File: src/rtl/instruction_issue_unit.sv
// instruction_issue_unit
// Packs five 32-bit host beats into one 156-bit TPU instruction, buffers the
// instructions in a DEPTH-entry FIFO and issues one registered instruction per
// cycle while issue_en is high (all-zero NOP otherwise).
// Optional build macro: INSTR_ISSUE_PARITY_EN -- beat 4 bit 28 carries even
// parity over the 156-bit payload; bad-parity instructions are dropped and
// flagged on parity_err_out.
module instruction_issue_unit #(
    parameter int  DEPTH = 8,
    localparam int CNT_W = $clog2(DEPTH + 1)
) (
    input  logic             clk,
    input  logic             rst,
    input  logic [31:0]      host_data_in,
    input  logic             host_valid_in,
    output logic             host_ready_out,
    input  logic             issue_en,
    input  logic             flush,
    output logic [155:0]     instruction,
    output logic             instr_valid_out,
    output logic [CNT_W-1:0] fifo_count,
    output logic             fifo_empty,
    output logic             fifo_full,
    output logic             parity_err_out
);

    localparam int PTR_W = $clog2(DEPTH);

    logic [2:0]       beat_cnt_r;
    logic [127:0]     shadow_r;
    logic [155:0]     mem_r [DEPTH];
    logic [PTR_W-1:0] wr_ptr_r;
    logic [PTR_W-1:0] rd_ptr_r;
    logic [CNT_W-1:0] count_r;
    logic [155:0]     instruction_r;
    logic             instr_valid_r;

    logic             empty_s;
    logic             full_s;
    logic             ready_s;
    logic             last_beat_s;
    logic             beat_fire_s;
    logic             parity_ok_s;
    logic             push_s;
    logic             pop_s;
    logic [155:0]     word_s;

`ifdef INSTR_ISSUE_PARITY_EN
    // Even parity: payload XOR parity bit must be zero.
    function automatic logic even_parity_ok(input logic [155:0] payload, input logic par_bit);
        return ~((^payload) ^ par_bit);
    endfunction

    logic       parity_err_r;
    logic [2:0] unused_bits_s;
    assign unused_bits_s = host_data_in[31:29];
`else
    logic [3:0] unused_bits_s;
    assign unused_bits_s = host_data_in[31:28];
`endif

    // Handshake, push/pop qualification and the assembled instruction word.
    always_comb begin
        empty_s     = (count_r == CNT_W'(0));
        full_s      = (count_r == CNT_W'(DEPTH));
        last_beat_s = (beat_cnt_r == 3'd4);
        // Backpressure only on the final beat, and only from the registered full flag.
        ready_s     = !last_beat_s || !full_s;
        beat_fire_s = host_valid_in && ready_s && !rst && !flush;
        word_s      = {host_data_in[27:0], shadow_r};
`ifdef INSTR_ISSUE_PARITY_EN
        parity_ok_s = even_parity_ok(word_s, host_data_in[28]);
`else
        parity_ok_s = 1'b1;
`endif
        push_s      = beat_fire_s && last_beat_s && parity_ok_s;
        // Pop decision uses the pre-edge count, so a same-edge push into an empty FIFO is not popped.
        pop_s       = issue_en && !empty_s && !rst && !flush;
    end

    // Packer, FIFO pointers/count and the registered issue stage.
    always_ff @(posedge clk) begin
        if (rst || flush) begin
            beat_cnt_r    <= 3'd0;
            shadow_r      <= 128'd0;
            wr_ptr_r      <= PTR_W'(0);
            rd_ptr_r      <= PTR_W'(0);
            count_r       <= CNT_W'(0);
            instruction_r <= 156'd0;
            instr_valid_r <= 1'b0;
        end else begin
            if (beat_fire_s) begin
                case (beat_cnt_r)
                    3'd0:    shadow_r[31:0]   <= host_data_in;
                    3'd1:    shadow_r[63:32]  <= host_data_in;
                    3'd2:    shadow_r[95:64]  <= host_data_in;
                    3'd3:    shadow_r[127:96] <= host_data_in;
                    default: shadow_r         <= shadow_r;
                endcase
                beat_cnt_r <= last_beat_s ? 3'd0 : beat_cnt_r + 3'd1;
            end
            if (push_s) begin
                wr_ptr_r <= wr_ptr_r + PTR_W'(1);
            end
            if (pop_s) begin
                rd_ptr_r      <= rd_ptr_r + PTR_W'(1);
                instruction_r <= mem_r[rd_ptr_r];
                instr_valid_r <= 1'b1;
            end else begin
                instruction_r <= 156'd0;
                instr_valid_r <= 1'b0;
            end
            case ({push_s, pop_s})
                2'b10:   count_r <= count_r + CNT_W'(1);
                2'b01:   count_r <= count_r - CNT_W'(1);
                default: count_r <= count_r;
            endcase
        end
    end

    // FIFO storage; contents need no reset because the count gates every read.
    always_ff @(posedge clk) begin
        if (push_s) begin
            mem_r[wr_ptr_r] <= word_s;
        end
    end

`ifdef INSTR_ISSUE_PARITY_EN
    // One-cycle pulse when a completed instruction is dropped for bad parity.
    always_ff @(posedge clk) begin
        if (rst || flush) begin
            parity_err_r <= 1'b0;
        end else begin
            parity_err_r <= beat_fire_s && last_beat_s && !parity_ok_s;
        end
    end
    assign parity_err_out = parity_err_r;
`else
    assign parity_err_out = 1'b0;
`endif

    assign host_ready_out  = ready_s;
    assign instruction     = instruction_r;
    assign instr_valid_out = instr_valid_r;
    assign fifo_count      = count_r;
    assign fifo_empty      = empty_s;
    assign fifo_full       = full_s;

endmodule

File: config.mk
export PLATFORM = sky130hd
export DESIGN_NAME = instruction_issue_unit
export DESIGN_NICKNAME = d
export VERILOG_FILES = /design/src/rtl/instruction_issue_unit.sv
export SDC_FILE = /design/constraint.sdc
export NUM_CORES = 2
export LEC_CHECK = 0
export CAP_MARGIN = 20
export CORE_MARGIN = 3
export CORE_UTILIZATION = 45
export DETAILED_ROUTE_END_ITERATION = 10
export PLACE_DENSITY = 0.61
export SLEW_MARGIN = 40
export SYNTH_ARGS = -nofsm -noshare
export SYNTH_HDL_FRONTEND = slang
export SYNTH_SLANG_ARGS = --single-unit
File: constraint.sdc
create_clock -name clk -period 49.9 [get_ports clk]
set_input_delay 14.97 -clock clk [delete_from_list [all_inputs] [get_ports clk]]
set_output_delay 14.97 -clock clk [all_outputs]
set_load 0.03 [all_outputs]
==> impl_metrics.ini <==
[timing]
max_slew_margin_pct = 43.79
hold_slack_ps = 496.0
hold_viol = 0
drv_slew = 0
finalClockSkew_ps = 21.36
fmax_ghz = 0.05470
period_share_pct = 36.64
rsz0062_at_grt = false
finalSetupTns_ps = 0
setup_violations = 0
min_period_ps = 18280
worst_pin_slew_ps = 840.5

[routing]
routed_wl_mm = 129.5
first_pass_iters = 5
drc = 0
top_layer = met4
met2_length_mm = 62.00
ant_nets = 0
drtIter0Drc = 2755
met1_length_mm = 54.86
wl_met3_mm = 9.791
via_per_inst = 5.567
vias = 26820
routedWlPerCell_microns = 26.88

[synth]
synth-edff-count = 1248
ys_types = 38
ys_seq_area_share_pct = 78.14
syn-num-nets = 2850
ys_ff_latch = 1546
syn-cell-area_sq_um = 55600
synth_area_leaders = edfxtp_1 67%, mux4_2 13%, dfxtp_1 11%
yosysTopAreaCell = edfxtp_1
synth_top_area_share_pct = 67.41
async_flop_share_pct = 0
yosys_warnings = 0
syn_avg_cell_area_sq_um = 19.84
synthFlopType = edfxtp_1
synth_cells = 2802

[final_layout]
nNetsFinal = 3106
multi_input_area_sq_um = 11490
fin_area_sq_um = 64770
fin_cells = 4817
regArea_sq_um = 43450
fillers = 9419
drive_gt1_share_pct = 20.15
area_growth_pct = 16.51

[global_route]
grt_pass1_vias = 28590
grt_pass1_wl_mm = 191.2
overflow = 0
grt_max_degree = 92
antenna_found_initial = 9
gr-usage-all-layers_pct = 20.64

[clock_tree]
cts_made_buffers = 156
clk_pin_slew_ps = 60
cts_buffer_depth = 3
cts-root-buf = clkbuf_16
cts-htree-levels = 4
clk_latency_ps = 750
cts_tree = done
clock_sinks = 1546
holdBufCountCts = 0
post_cts_buffers = 0
ctsResizeCount = 0

[floorplan]
die_h_microns = 357.5
initial_core_util_pct = 45.50
coreArea_sq_um = 122200
num_rows = 128
die_area_sq_um = 127800
io_pins = 202
die_w_microns = 357.5

[power_and_ir_drop]
powerDensity_nw_per_um2 = 39.26
max-vdd-ir-drop_mv = 0.03518
leakagePower_nw = 18.70

[worst_setup_path]
end_kind = flop
crit_start = flush
crit_arrival_ps = 18650
start_kind = input port
r2r_start = beat_cnt_r[0]$_SDFFE_PP0P_
critPathSlowestCell = buf_6
cpPeakStageDelay_ps = 630
crit_chain = clkdlybuf4s50_1, or2_4, nor3_1, nand2b_1, nor2_4, buf_6, buf_6, buf_6
critPathMaxFanout = 55
path_class = in -> reg
timing.critical_path.mode_cell = buf_6
cp.required_ps = 50270

[placed_design]
placedCellCount = 4523
dpl-instance-area_sq_um = 59630
gp_congestion = 0.7525
dp_hpwl_mm = 69.68
io_buffers = 200

[min_path]
hold_class = reg -> reg
min-delay-start = wr_ptr_r[2]$_SDFFE_PP0P_

[run]
cap_viol_max_count = 0

[run_status]
status = completed
-- Yosys cell counts (all sizes together), types with 2 or more instances --
cell type and instances:
nand3 7, xor2 3, buf 96, nand2 267
nor2 171, nand2b 3, o21ai 4, edfxtp 1248
inv 11, and2 3, ha 10, a21oi 133
clkbuf 56, nor3 5, or3 2, mux2i 158
dfxtp 298, mux4 312
-- worst max-delay path, delay by kind of cell --
family	cells	cell delay [ps]
simple gates	4	1240
buf+inv	4	2330
-- state kept, by name, summed over array words and instances (netlist names) --
register and cells:
instruction 156, instr_valid_out 1, fifo_count 4, beat_cnt_r 3
mem_r 1248, shadow_r 128, wr_ptr_r 3, rd_ptr_r 3
-- metrics by stage --
stage                     utilization (%)  worst slack (ps)  total power, mW
after global routing                53.01             31450            2.622
after CTS                           52.97             31640            2.569
final                               53.01             31620            2.543
after detailed placement            48.80             30860            1.426
after global placement              48.57             30190            1.426
after floorplan                         -             22610            1.410
-- cell usage in the layout, fill, tap and decap left out, drive strengths merged, types with 2 or more instances in the layout --
master | Yosys | layout
nor3 | 5 | 5
buf | 96 | 72
mux4 | 312 | 312
and2 | 3 | 3
bufinv | 0 | 9
clkdlybuf4s50 | 0 | 176
nand2 | 267 | 267
nor2 | 171 | 171
xor2 | 3 | 3
edfxtp | 1248 | 1248
nand3 | 7 | 7
mux2i | 158 | 158
a21oi | 133 | 133
clkinvlp | 0 | 5
inv | 11 | 20
ha | 10 | 10
clkinv | 0 | 38
dfxtp | 298 | 298
clkbuf | 56 | 232
nand2b | 3 | 3
or3 | 2 | 2
o21ai | 4 | 4
-- per-layer routing --
metal,vias to the layer above,global-route usage [%]
met3,158,4.186
met5,-,0
met1,14170,29.48
li1,11520,-
met4,0,5.751
met2,977,32.59
-- path summary, 6_finish.rpt --
check | to | slack, ps | depth (start not counted)
worst max-delay path | mem_r[0][29]$_DFFE_PP_ | 31620 | 8
worst min-delay path | wr_ptr_r[2]$_SDFFE_PP0P_ | 500 | 1
worst max register to register | mem_r[0][29]$_DFFE_PP_ | 45820 | 9
worst min register to register | wr_ptr_r[2]$_SDFFE_PP0P_ | 500 | 1
-- power breakdown --
part / internal, mW / switching (mW)
clock: 0.668 / 0.477
sequential: 1.38 / 0.00104
combinational: 0.00277 / 0.0160
-- area by class of cell --
type | instances | share of cell area, %
multi-input cells | 1093 | 17.73
inverters | 11 | 0.06374
flip-flops and latches | 1546 | 67.08
repair buffers | 250 | 4.116
diodes | 1 | 0.003863
well taps | 1625 | 3.139
clock buffers | 230 | 6.863
clock inverters | 61 | 0.9967
-- cells by family (layout without fill, tap and decap cells) --
group / count (synthesis) / after routing / share of synthesized area (%)
DFF: 1546 / 1546 / 78.14
and+or+nand+nor: 464 / 464 / 3.272
other: 1 / 2 / 0.006745
AOI/OAI and AO/OA: 144 / 144 / 1.411
xor gates and xnor gates: 3 / 3 / 0.04727
adders and majority gates: 11 / 11 / 0.2611
buffers and inverters: 163 / 552 / 1.380
muxes: 470 / 470 / 15.48
Power figures use the tool's default switching activity.
